**src/rtl/sync_fifo_pkg.sv**
```systemverilog
// Shared defaults and types for the single-clock FIFO slice.
package sync_fifo_pkg;

    localparam int unsigned DEFAULT_DATA_WIDTH = 8;
    localparam int unsigned DEFAULT_DEPTH      = 16;

    typedef logic [DEFAULT_DATA_WIDTH-1:0] data_t;

endpackage

```
**src/rtl/sync_fifo_if.sv**
```systemverilog
// Producer/consumer handshake and status bundle for sync_fifo.
interface sync_fifo_if
    import sync_fifo_pkg::*;
#(
    parameter int unsigned DATA_WIDTH = DEFAULT_DATA_WIDTH,
    parameter int unsigned DEPTH      = DEFAULT_DEPTH
);
    localparam int unsigned ADDR_WIDTH = $clog2(DEPTH);

    logic                  WREQ;
    logic [DATA_WIDTH-1:0] WD;
    logic                  RREQ;
    logic [DATA_WIDTH-1:0] RD;
    logic                  f;
    logic                  e;
    logic [ADDR_WIDTH:0]   count;
    logic                  ovf;
    logic                  udf;

    modport master (
        output WREQ, WD, RREQ,
        input  RD, f, e, count, ovf, udf
    );

    modport slave (
        input  WREQ, WD, RREQ,
        output RD, f, e, count, ovf, udf
    );

endinterface

```
**src/rtl/sync_fifo_mem.sv**
```systemverilog
// Simple dual-port register array: synchronous write, registered read.
module sync_fifo_mem
    import sync_fifo_pkg::*;
#(
    parameter int unsigned DATA_WIDTH = DEFAULT_DATA_WIDTH,
    parameter int unsigned DEPTH      = DEFAULT_DEPTH,
    parameter int unsigned ADDR_WIDTH = $clog2(DEPTH)
) (
    input  logic                  clk,
    input  logic                  rst,
    input  logic                  wr_en,
    input  logic [ADDR_WIDTH-1:0] wr_addr,
    input  logic [DATA_WIDTH-1:0] wr_data,
    input  logic                  rd_en,
    input  logic [ADDR_WIDTH-1:0] rd_addr,
    output logic [DATA_WIDTH-1:0] rd_data
);

    logic [DATA_WIDTH-1:0] mem [DEPTH];

    // Storage is deliberately left unreset; only the read register is cleared.
    always_ff @(posedge clk) begin
        if (wr_en) begin
            mem[wr_addr] <= wr_data;
        end
    end

    always_ff @(posedge clk) begin
        if (rst) begin
            rd_data <= '0;
        end else if (rd_en) begin
            rd_data <= mem[rd_addr];
        end
    end

endmodule

```
**src/rtl/sync_fifo.sv**
```systemverilog
// Single-clock FIFO: pointers, occupancy count, flag decode and ovf/udf pulses.
module sync_fifo
    import sync_fifo_pkg::*;
#(
    parameter int unsigned DATA_WIDTH = DEFAULT_DATA_WIDTH,
    parameter int unsigned DEPTH      = DEFAULT_DEPTH
) (
    input  logic        clk,
    input  logic        rst,
    sync_fifo_if.slave  bus
);

    localparam int unsigned ADDR_WIDTH = $clog2(DEPTH);
    localparam logic [ADDR_WIDTH-1:0] PTR_ONE  = ADDR_WIDTH'(1);
    localparam logic [ADDR_WIDTH:0]   CNT_ONE  = (ADDR_WIDTH+1)'(1);
    localparam logic [ADDR_WIDTH:0]   CNT_FULL = (ADDR_WIDTH+1)'(DEPTH);

    logic [ADDR_WIDTH-1:0] wptr;
    logic [ADDR_WIDTH-1:0] rptr;
    logic [ADDR_WIDTH:0]   count;
    logic                  full;
    logic                  empty;
    logic                  wr_en;
    logic                  rd_en;
    logic                  ovf;
    logic                  udf;

    always_comb begin
        full  = (count == CNT_FULL);
        empty = (count == '0);
        wr_en = bus.WREQ & ~full;
        rd_en = bus.RREQ & ~empty;
    end

    // Power-of-two depth lets the pointers wrap by plain overflow.
    always_ff @(posedge clk) begin
        if (rst) begin
            wptr  <= '0;
            rptr  <= '0;
            count <= '0;
            ovf   <= 1'b0;
            udf   <= 1'b0;
        end else begin
            ovf <= bus.WREQ & full;
            udf <= bus.RREQ & empty;
            if (wr_en) begin
                wptr <= wptr + PTR_ONE;
            end
            if (rd_en) begin
                rptr <= rptr + PTR_ONE;
            end
            unique case ({wr_en, rd_en})
                2'b10:   count <= count + CNT_ONE;
                2'b01:   count <= count - CNT_ONE;
                default: count <= count;
            endcase
        end
    end

    sync_fifo_mem #(
        .DATA_WIDTH (DATA_WIDTH),
        .DEPTH      (DEPTH),
        .ADDR_WIDTH (ADDR_WIDTH)
    ) u_mem (
        .clk     (clk),
        .rst     (rst),
        .wr_en   (wr_en),
        .wr_addr (wptr),
        .wr_data (bus.WD),
        .rd_en   (rd_en),
        .rd_addr (rptr),
        .rd_data (bus.RD)
    );

    always_comb begin
        bus.f     = full;
        bus.e     = empty;
        bus.count = count;
        bus.ovf   = ovf;
        bus.udf   = udf;
    end

endmodule

```
**src/flat_wrapper.sv**
```systemverilog
// flat-port wrapper written by rule: the top's interface ports become plain ports
module sync_fifo_flat import sync_fifo_pkg::*;
#(
    parameter int unsigned DATA_WIDTH = DEFAULT_DATA_WIDTH,
    parameter int unsigned DEPTH      = DEFAULT_DEPTH
)
  (clk, rst, bus_WREQ, bus_WD, bus_RREQ, bus_RD, bus_f, bus_e, bus_count, bus_ovf, bus_udf);
  sync_fifo_if #(.DATA_WIDTH(DATA_WIDTH), .DEPTH(DEPTH)) bus_i ();
  input  logic clk;
  input  logic rst;
  input wire logic [$bits(bus_i.WREQ)-1:0] bus_WREQ;
  input wire logic [$bits(bus_i.WD)-1:0] bus_WD;
  input wire logic [$bits(bus_i.RREQ)-1:0] bus_RREQ;
  output wire logic [$bits(bus_i.RD)-1:0] bus_RD;
  output wire logic [$bits(bus_i.f)-1:0] bus_f;
  output wire logic [$bits(bus_i.e)-1:0] bus_e;
  output wire logic [$bits(bus_i.count)-1:0] bus_count;
  output wire logic [$bits(bus_i.ovf)-1:0] bus_ovf;
  output wire logic [$bits(bus_i.udf)-1:0] bus_udf;
  assign bus_i.WREQ = bus_WREQ;
  assign bus_i.WD = bus_WD;
  assign bus_i.RREQ = bus_RREQ;
  assign bus_RD = bus_i.RD;
  assign bus_f = bus_i.f;
  assign bus_e = bus_i.e;
  assign bus_count = bus_i.count;
  assign bus_ovf = bus_i.ovf;
  assign bus_udf = bus_i.udf;
  sync_fifo #(.DATA_WIDTH(DATA_WIDTH), .DEPTH(DEPTH)) u_core (.clk(clk), .rst(rst), .bus(bus_i));
endmodule
```
**config.mk**
```make
export PLATFORM = sky130hd
export DESIGN_NAME = sync_fifo_flat
export DESIGN_NICKNAME = d
export VERILOG_FILES = /design/src/rtl/sync_fifo_pkg.sv /design/src/rtl/sync_fifo_if.sv /design/src/rtl/sync_fifo_mem.sv /design/src/rtl/sync_fifo.sv /design/src/flat_wrapper.sv
export SDC_FILE = /design/constraint.sdc
export NUM_CORES = 1
export LEC_CHECK = 0
export ABC_AREA = 1
export CAP_MARGIN = 25
export CORE_MARGIN = 3
export CORE_UTILIZATION = 50
export CTS_BUF_LIST = sky130_fd_sc_hd__clkbuf_8
export CTS_CLUSTER_DIAMETER = 60
export DETAILED_ROUTE_END_ITERATION = 12
export DONT_BUFFER_PORTS = 1
export PLACE_DENSITY = 0.74
export SETUP_SLACK_MARGIN = 0.3
export SLEW_MARGIN = 20
export SYNTH_ARGS = -nofsm -noshare
export SYNTH_HDL_FRONTEND = slang
export SYNTH_SLANG_ARGS = --single-unit
export TNS_END_PERCENT = 100
```
**constraint.sdc**
```tcl
create_clock -name clk -period 2.1 [get_ports clk]
set_input_delay 0.21 -clock clk [delete_from_list [all_inputs] [get_ports clk]]
set_output_delay 0.21 -clock clk [all_outputs]
set_load 0.1 [all_outputs]
```
==> summary.txt, run 1 <==
Run status
  – Outcome: finished with violations
  – Failing checks: negative hold slack

Pwr
  – Overall power: 10.0 mW
  – Pwr/cell area: 1270 nW/um^2
  – Leak pwr: 3.32 nW
  – Peak supply drop: 0.490 mV

Die
  – Core area: 12800 um^2
  – I/O pins: 29
  – Initial Utilization: 51.9%
  – Die area: 14700 um^2
  – Die X: 121 um
  – Row cnt: 41
  – Chip Height: 121 um

Yosys
  – Number of synthesized flops with an enable pin: about 130
  – Yosys reg bits: 151
  – Mapped Cells: around 700
  – Syn_nets: 702
  – Most common cell in the netlist: nand2_1
  – Area share of the largest cell type after synthesis: 57.7%
  – Synthesis Warnings: 0
  – Netlist cell types: 28
  – Synth top cells by count: 232 x nand2_1, 128 x edfxtp_1, 94 x nand3_1
  – Register area share after synthesis: 64.6%
  – Synth async-reset ratio: 0%
  – Avg Inst Size Synth: 9.78 um^2
  – Mapped cell area: 6660 um^2
  – Largest area contributor in the netlist: edfxtp_1
  – Ys flop type: edfxtp_1
  – Synth area leaders: edfxtp_1 58%, nand2_1 13%, nand3_1 7.1%

Final layout
  – Layout filler cell count: 1036
  – Multi-input logic area: 2010 um^2
  – Post-layout instance area: 7880 um^2
  – Reg area: 4320 um^2
  – Final #Nets: 746
  – Area growth from synthesis to layout: 18.3%
  – Share of cells above drive strength 1: between 15 and 20%

Worst setup path
  – CP Class: flip-flop to flip-flop
  – CP arrival: 2.34 ns
  – CP Capture Type: flip-flop
  – Crit start category: flip-flop
  – Worst EP required: 2.49 ns
  – Crit-path max FO: 4

Clock tree
  – Clock Path Buffers: 2
  – Hold_buf cts: 12
  – CTS tree: yes
  – Clock Latency Late Sink: 0.45 ns
  – Worst-path clk slew: around 0.08 ns
  – Num CTS Buffers: 17
  – H-tree depth: 4
  – Root buffer cell: clkbuf_8
  – Clock sink count: approximately 150

Timing
  – Worst-Margin Slew: 0.847 ns
  – Tcrit/Tclk final: 93.2%
  – Endpoints failing hold: 19
  – Fin crit period: approximately 2 ns
  – Final Skew: between 0.01 and 0.015 ns
  – Final setup violation count: 0
  – Slew Viols, Final: 0
  – Minimum hold slack: -0.192 ns
  – F_max: 0.511 GHz
  – RSZ-0062 raised after global routing: yes
  – Slew margin rel.: 43.4%

Routing
  – DR DRC count: 0
  – DRT antenna net count: 0
  – Initial DRC count: 463
  – Pre-antenna DRT Iters: 5
  – Via Count: 4769
  – Routed WL: 15.9 mm
  – Wire per inst: 17.5 um
  – Via density: 5.23

GRT
  – GR Util All Layers: 22.6%
  – First-pass GRT wire length: 24.6 mm
  – Largest net degree at the start of global routing: slightly above 40
  – Initial antenna violation count: 2
  – GR Overflow Total: 0
  – Vias in the first global route: around 4600

Placement
  – DPL Wire Length: 9.61 mm
  – Placer congestion estimate: roughly 0.86
  – Placed Area: 6990 um^2
  – Port bufs: 0

Min path
  – Min-Delay Path Class: primary input to flip-flop

Flow run
  – Max Cap Violations: 0
-- cell usage in the layout, fill, tap and decap left out, drive strengths merged, types with 5 or more instances in the layout --
cell type and n:
a21oi 6, buf 41, bufinv 5, clkbuf 17, clkinv 7, dfxtp 23, dlygate4sd3 12, edfxtp 128
ha 9, inv 97, nand2 235, nand3 94, nor2 42, xor2 5
-- final cells by class --
| type | instances | share of cell area [%] |
|---|---|---|
| multi-input cells | 405 | 25.5 |
| clock inverters | 15 | 2.91 |
| flip-flops and latches | 151 | 54.9 |
| inverters | 96 | 4.77 |
| repair buffers | 53 | 6.10 |
| well taps | 172 | 2.73 |
| repair inverters | 1 | 0.0794 |
| diodes | 1 | 0.0318 |
| clock buffers | 17 | 2.97 |
-- where the power goes --
group	switching, mW	internal (mW)
Clock	1.10	1.42
Combinational	2.80	1.13
Sequential	0.0947	3.46
-- critical path, stage by stage (launching register included) --
cell and delay (ns):
dfxtp_4 0.35, nor2_4 0.11, nand4_1 0.15, nand2_4 0.15, inv_8 0.04, ha_4 0.18
xor2_2 0.21, ha_4 0.17, inv_2 0.04, nand2_4 0.06, nand3_2 0.08, nand2_1 0.08
nand2_1 0.06, nand2_1 0.07, nand2_1 0.05, a21oi_1 0.11
-- registers in the layout (all words and copies together) (netlist names) --
signal                count
u_core.bus.count          5
u_core.bus.ovf            1
u_core.bus.udf            1
u_core.rptr               4
u_core.u_mem.mem        128
u_core.u_mem.rd_data      8
u_core.wptr               4
-- cells by family after synthesis --
| group | after synthesis | share of synthesized area (%) |
|---|---|---|
| compound gates | 13 | 1.16 |
| xor+xnor | 6 | 0.789 |
| fa+ha+maj | 9 | 1.69 |
| buf+inv | 125 | 8.25 |
| flops | 151 | 64.6 |
| simple gates | 377 | 23.5 |
-- worst paths after layout --
| path | startpoint | endpoint | slack, ns | cells after the start |
|---|---|---|---|---|
| hold reg to reg | u_core.bus.count[1]$_SDFFE_PP0P_ | u_core.bus.count[1]$_SDFFE_PP0P_ | 0.50 | 2 |
| setup / recovery | u_core.bus.count[0]$_SDFFE_PP0P_ | u_core.bus.count[4]$_SDFFE_PP0P_ | 0.14 | 15 |
| setup reg to reg | u_core.bus.count[0]$_SDFFE_PP0P_ | u_core.bus.count[4]$_SDFFE_PP0P_ | 0.14 | 15 |
| hold / removal | rst | u_core.bus.count[1]$_SDFFE_PP0P_ | -0.19 | 1 |
-- metal layers --
metal / track usage (%) / vias to the layer above / wire length (um)
met4: 9.94 / 2 / 514
met3: 6.06 / 37 / 1180
met1: 29.0 / 2258 / 6560
met2: 36.2 / 187 / 7630
met5: 0 / - / 13
li1: - / 2285 / -
-- stage by stage --
step / util (%) / setup slack (ns) / setup TNS [ns] / cells
after detailed placement: 54.5 / 0.0928 / 0 / 854
after CTS: 60.4 / 0.188 / 0 / 907
after global placement: 54.5 / 0.184 / 0 / 854
after global routing: 61.4 / 0.0339 / 0 / 911
final: 61.4 / 0.143 / 0 / 911
after floorplan: - / -0.0383 / -0.0499 / 681
-- timing repair --
| action | 4_1_cts | 5_1_grt |
|---|---|---|
| buffers inserted | 8 | 3 |
| endpoints found under the setup margin | 83 | 108 |
| gates cloned | 1 | 0 |
| endpoints found under the hold margin | 151 | 19 |
| pin swaps | 11 | 13 |
| gates resized for setup | 22 | 24 |
(Power assumes the default switching activity.)
==> run 2: changes to the inputs <==
Settings changed: MAX_ROUTING_LAYER set to met4, PLACE_DENSITY 0.74 to 0.71.
Clock period 2.1 ns to 2.08 ns, I/O delays scaled along.
==> run 2 against run 1 <==
  * Register-to-register slack about the same
  * Clock-buffer cell count unchanged
  * Fmax is 0.39% higher
  * Sequential share of layout area grew 1.7 points
  * Clock skew barely moved
  * Non-clock buffer count down 12
  * Critical endpoint is now u_core.bus.count[2]$_SDFFE_PP0P_
  * Highest routed layer is now met4
  * Final cell count shrank 1.5%
  * Via count shrank 3.3%
  * Utilization fell by 1.9 points
  * Flip-flop and latch count unchanged
  * The flow still finishes with violations (negative hold slack)
  * Die area unchanged
  * Routed wire length down 8.6%
  * Largest cell class unchanged
==> summary.txt, run 2 (synthesis gave the netlist of run 1 again) <==
Placement
  – Port bufs: 0
  – Placed cell count: 851
  – Placer congestion estimate: approximately 0.90
  – Placed Area: ~7000 um^2
  – DP Worst Slack: 0.0924 ns
  – DPL Wire Length: 9.58 mm

Die
  – Row cnt: 41
  – Die area: 14700 um^2
  – Die X: 121 um
  – I/O pins: 29
  – Core area: 12800 um^2
  – Initial Utilization: 51.9%
  – Chip Height: 121 um

Clock tree
  – Worst-path clk slew: roughly 0.080 ns
  – Root buffer cell: clkbuf_8
  – Clock sink count: 151
  – Clock Latency Late Sink: 0.45 ns
  – CTS tree: yes
  – Hold_buf cts: 8
  – Clock Path Buffers: 2
  – Num CTS Buffers: 17
  – H-tree depth: 4

Final layout
  – Commonest non-fill, non-tap cell in the layout: nand2_1
  – Post-layout instance area: about 7600 um^2
  – Area growth from synthesis to layout: 14.7%
  – Layout Utilization: 59.5%
  – Number of flip-flops in the largest register: 128
  – Share of cells above drive strength 1: 15.3%
  – Layout filler cell count: 1044
  – Final std cells w/o fill: 897
  – Top flop regs: u_core.u_mem.mem x128, u_core.u_mem.rd_data x8, u_core.bus.count x5
  – Reg with most FFs: u_core.u_mem.mem
  – Most frequent cells in the layout: 227 x nand2_1, 128 x edfxtp_1, 93 x nand3_1
  – Final #Nets: around 730

Flow run
  – Max Cap Violations: 0

GRT
  – GR Overflow Total: 0
  – Largest net degree at the start of global routing: 55
  – GR Util All Layers: 21.4%
  – Vias in the first global route: about 4500
  – Initial antenna violation count: 1
  – First-pass GRT wire length: roughly 23 mm

Pwr
  – Pwr/cell area: 1200 nW/um^2
  – Peak supply drop: 0.661 mV
  – Leak pwr: 3.20 nW
  – Overall power: 9.16 mW

Routing
  – WL met2: between 7 and 8 mm
  – DR DRC count: 0
  – WL met1: between 6 and 7 mm
  – Routed WL: 14.5 mm
  – DRT antenna net count: 0
  – Wire per inst: 16.2 um
  – Via Count: 4610
  – Wire length on met3: 944 um
  – Via density: 5.14
  – Initial DRC count: 426
  – Uppermost metal layer occupied by signal nets: met4
  – Pre-antenna DRT Iters: 6

Worst setup path
  – Crit start category: flip-flop
  – R2R cell count: 13
  – Worst EP required: 2.43 ns
  – Crit-path max FO: 3
  – CP Capture Type: flip-flop
  – CP Class: flip-flop to flip-flop
  – CP arrival: ~2.3 ns

Timing
  – Worst-Margin Slew: 0.812 ns
  – Slew Viols, Final: 0
  – Minimum hold slack: -0.198 ns
  – Endpoints failing hold: 23
  – Final setup margin: 0.131 ns
  – F_max: 0.513 GHz
  – Final Skew: 0.0112 ns
  – Tcrit/Tclk final: 93.7%
  – Slew margin rel.: 45.7%
  – Fin crit period: 1.95 ns
  – Setup TNS: 0 ns
  – Final setup violation count: 0
  – RSZ-0062 raised after global routing: yes

Run status
  – Outcome: finished with violations
  – Failing checks: negative hold slack

Min path
  – Min-Delay Path Class: primary input to flip-flop
  – Hold path depth: 1
==> run 2: cell count changes in the layout (fill, tap and decap cells not counted), sizes merged <==
cell	previous run	this run
inv	97	98
buf	41	33
dlygate4sd3	12	8
bufinv	5	1
clkinv	7	8
==> run 2: worst max-delay path, stage by stage, from the launching register on <==
cell	delay, ns
dfxtp_4	0.36
nor2_4	0.12
nand4_1	0.14
nand2_2	0.13
inv_4	0.04
ha_4	0.17
xor2_2	0.16
ha_4	0.18
inv_2	0.04
nand2_2	0.05
buf_4	0.13
xor2_1	0.16
o21ai_1	0.12
inv_1	0.04
==> run 2: final timing paths <==
check / slack, ns / start / end
min reg2reg: 0.51 / u_core.bus.count[1]$_SDFFE_PP0P_ / u_core.bus.count[1]$_SDFFE_PP0P_
max reg2reg: 0.13 / u_core.bus.count[0]$_SDFFE_PP0P_ / u_core.bus.count[2]$_SDFFE_PP0P_
max: 0.13 / u_core.bus.count[0]$_SDFFE_PP0P_ / u_core.bus.count[2]$_SDFFE_PP0P_
min: -0.20 / rst / u_core.bus.count[4]$_SDFFE_PP0P_
==> run 2: timing repair <==
item,in CTS,in global routing
resized for setup,26,19
setup buffers,4,2
endpoints found under the hold margin,151,23
pin swaps,10,22
setup endpoints to repair,112,134
==> run 2: final cells by class <==
type | count | area, um^2 | area share (%)
clock buffers | 17 | 234 | 3.06
diodes | 1 | 2.50 | 0.0328
multi-input cells | 405 | 2040 | 26.7
well taps | 172 | 215 | 2.82
flip-flops and latches | 151 | 4320 | 56.6
repair buffers | 41 | 357 | 4.67
clock inverters | 14 | 95.1 | 1.25
inverters | 96 | 368 | 4.82
==> run 2: per-layer routing <==
layer,vias up,track usage [%]
met2,141,33.9
met1,2186,27.5
met4,0,7.49
met3,31,4.85
li1,2252,-
met5,-,-
==> run 2: report_power, final <==
part           internal, mW  leakage, nW  switching [mW]
Combinational         0.988         1.68            2.66
Sequential             3.50         1.35           0.107
Clock                 0.899        0.169            1.01
Total                  5.38         3.20            3.77
==> run 3: changes to the inputs <==
Settings changed: ABC_AREA 1 to not set.
==> run 3 against run 2 <==
  * The run ends with negative setup slack left
  * Final cell count fell by 33%
  * Largest cell class unchanged
  * Utilization rose by 7.0 points
  * Final area rose by 2.0%
  * First-iteration DRC count fell by 18%
  * Fmax fell by 24%
  * Routed wire length fell by 11%
  * Clock-buffer cell count did not move
  * Critical path depth fell by 3
  * Critical path type unchanged
==> summary.txt, run 3 <==
Worst setup path
  – CP arrival: 2.93 ns
  – Crit Reg-Reg Endpoint: u_core.bus.count[2]$_SDFFE_PP0P_
  – R2r setup slk: -0.47 ns
  – WP buf/inv: 1
  – Worst EP required: between 2 and 2.5 ns
  – CP Capture Type: flip-flop
  – R2R cell count: 10
  – Crit start category: flip-flop
  – Crit-path max FO: 4
  – Number of cells on the critical path: 10
  – CP cell instances: or4_4, o21a_4, ha_4, xor2_4, ha_4, a21oi_4, buf_6, xnor2_2, or3_4, a21oi_2
  – Critical Path Max Stage Delay: 0.54 ns
  – Delay-heaviest family, CP: simple AND/OR/NAND/NOR gates
  – FF-to-FF Start: u_core.bus.count[3]$_SDFFE_PP0P_
  – Most used cell, CP: ha_4
  – CP Class: flip-flop to flip-flop
  – Crit-path slowest cell: or4_4

Pwr
  – Power Internal: just over 6 mW
  – Sw frac: between 30% and 40%
  – Overall power: 10.1 mW
  – Combinational fraction of design power: 42.5%
  – Power share of the clock group: a little over a fifth
  – Seq pwr share: 36.4%
  – NetSw: 3.83 mW
  – Leak pwr: 2.51 nW
  – Pwr/cell area: about 1300 nW/um^2
  – Peak supply drop: ~0.56 mV

Routing
  – DRT antenna net count: 0
  – Initial DRC count: 350
  – Via density: ~5.8
  – Via Count: 3487
  – Routed WL: 12.9 mm
  – Pre-antenna DRT Iters: 4
  – DR DRC count: 0
  – Wire per inst: 21.5 um

Min path
  – Min-Delay Path Class: primary input to flip-flop
  – WHS Endpoint: u_core.bus.count[3]$_SDFFE_PP0P_
  – Worst min-delay path startpoint: rst
  – Hold path depth: 2

Clock tree
  – Clock Path Buffers: 2
  – Clock sink count: 151
  – CTS tree: yes
  – Num CTS Buffers: 17
  – Root buffer cell: clkbuf_8
  – H-tree depth: 4
  – Clock Latency Late Sink: 0.45 ns
  – Worst-path clk slew: 0.09 ns

Placement
  – Port bufs: 0
  – DP Worst Slack: -0.486 ns
  – Placer congestion estimate: 0.808
  – Placed cell count: ~530
  – Placed Area: 6670 um^2
  – DPL Wire Length: 7.61 mm

Yosys
  – Mapped cell area: 6120 um^2
  – Synth top cells by count: 128 x edfxtp_1, 44 x nor2_1, 34 x mux2i_1
  – Number of synthesized flops with an enable pin: 128
  – Synth area leaders: edfxtp_1 63%, dfxtp_1 7.5%, mux4_2 5.9%
  – Area share of the largest cell type after synthesis: 62.8%
  – Syn_nets: 395
  – Synth async-reset ratio: 0%
  – Avg Inst Size Synth: 16.4 um^2
  – Synthesis Warnings: 0
  – Largest area contributor in the netlist: edfxtp_1
  – Yosys reg bits: 151
  – Netlist cell types: 41
  – Most common cell in the netlist: edfxtp_1
  – Register area share after synthesis: 70.3%
  – Mapped Cells: 374
  – Ys flop type: edfxtp_1

Final layout
  – Layout filler cell count: approximately 770
  – Layout Utilization: 66.5%
  – Commonest non-fill, non-tap cell in the layout: edfxtp_1
  – Reg with most FFs: u_core.u_mem.mem
  – Final #Nets: between 400 and 500
  – Number of flip-flops in the largest register: approximately 130
  – Final std cells w/o fill: 599
  – N_diodes: 0
  – Post-layout instance area: 7790 um^2
  – Share of cells above drive strength 1: 37.7%
  – Most frequent cells in the layout: 128 x edfxtp_1, 34 x mux2i_1, 34 x buf_4
  – Top flop regs: u_core.u_mem.mem x128, u_core.u_mem.rd_data x8, u_core.bus.count x5
  – Area growth from synthesis to layout: 27.3%

Die
  – Chip Height: 117 um
  – I/O pins: 29
  – Initial Utilization: 52.3%
  – Die X: 117 um
  – Row cnt: 39
  – Die area: 13600 um^2
  – Core area: 11700 um^2

GRT
  – Largest net degree at the start of global routing: 51
  – Vias in the first global route: 3429
  – First-pass GRT wire length: between 15 and 20 mm
  – GR Util All Layers: 20.1%
  – Initial antenna violation count: 0
  – GR Overflow Total: 0

Timing
  – Fin crit period: 2.55 ns
  – Final setup margin: -0.472 ns
  – Final setup violation count: 5
  – Slew Viols, Final: 0
  – Worst-Margin Slew: 0.686 ns
  – Endpoints failing hold: 0
  – Tcrit/Tclk final: 123%
  – RSZ-0062 raised after global routing: yes
  – F_max: 0.392 GHz
  – Slew margin rel.: 54.1%
  – Final Skew: 0.0125 ns

Flow run
  – Max Cap Violations: 0

Run status
  – Outcome: finished with violations
  – Failing checks: negative setup slack
## run 3: cell types whose count changed after synthesis, moves of 5 or more
cell,before,now
o22ai_1,0,17
nor3_1,1,7
mux2i_1,0,34
mux4_2,0,16
a311oi_2,0,8
buf_2,11,5
a22oi_1,0,9
inv_1,88,5
nand2_1,232,9
inv_2,7,0
buf_4,7,2
nand3_1,94,1
## run 3: layout make-up
cell class	instances	area (um^2)	share of cell area (%)
sequential	151	4320	55.5
multi-input combinational	194	2020	25.9
tap	143	179	2.30
clock inverter	15	146	1.88
timing repair buffer	74	867	11.1
clock buffer	17	234	3.00
inverter	5	22.5	0.289
## run 3: how the worst max path moves through the flow
stage	from	to	slack, ns
after floorplan	u_core.bus.count[1]$_SDFFE_PP0P_	u_core.bus.count[4]$_SDFFE_PP0P_	-0.72
after global placement	u_core.bus.count[0]$_SDFFE_PP0P_	u_core.bus.count[4]$_SDFFE_PP0P_	-0.36
after detailed placement	u_core.bus.count[0]$_SDFFE_PP0P_	u_core.bus.count[4]$_SDFFE_PP0P_	-0.49
after CTS	u_core.bus.count[0]$_SDFFE_PP0P_	u_core.bus.count[2]$_SDFFE_PP0P_	-0.45
after global routing	u_core.bus.count[3]$_SDFFE_PP0P_	u_core.bus.count[4]$_SDFFE_PP0P_	-0.54
final	u_core.bus.count[3]$_SDFFE_PP0P_	u_core.bus.count[2]$_SDFFE_PP0P_	-0.47
## run 3: logic make-up after synthesis
logic type,count (synthesis),synth area share [%]
AO/OA/AOI/OAI,46,6.23
buffers and inverters,29,2.57
multiplexers,51,11.6
flip-flops,151,70.3
AND/OR/NAND/NOR,79,6.01
XOR/XNOR,9,1.41
adder cells (fa/ha/maj),9,1.84
## run 3: through the flow
| step | hold slack, ns | TNS (ns) |
|---|---|---|
| after global routing | 0.0474 | -1.63 |
| after CTS | -0.214 | -1.05 |
| final | 0.0519 | -1.21 |
| after floorplan | 0.307 | -2.67 |
| after detailed placement | 0.276 | -1.16 |
| after global placement | 0.275 | -0.831 |
## run 3: metal layers
| metal | track usage (%) | share of wire [%] |
|---|---|---|
| met5 | - | 0 |
| met1 | 25.9 | 42 |
| met4 | 7.87 | 2.0 |
| met3 | 4.46 | 5.9 |
| met2 | 31.4 | 50 |
## run 3: power groups by stage
stage | logic, mW | registers [mW] | clock network, mW
2_1_floorplan | 1.55 | 4.62 | 0
3_3_place_gp | 3.12 | 3.71 | 0
3_5_place_dp | 3.17 | 3.72 | 0
4_1_cts | 3.73 | 3.65 | 2.15
5_1_grt | 4.49 | 3.69 | 2.28
6_report | 4.28 | 3.66 | 2.12
## run 3: timing repair
action	in CTS	in global routing
endpoints found under the setup margin	120	146
pin swaps	21	31
cloned	1	1
hold buffers	10	4
gates resized for setup	23	30
setup buffers	13	6
endpoints found under the hold margin	151	22
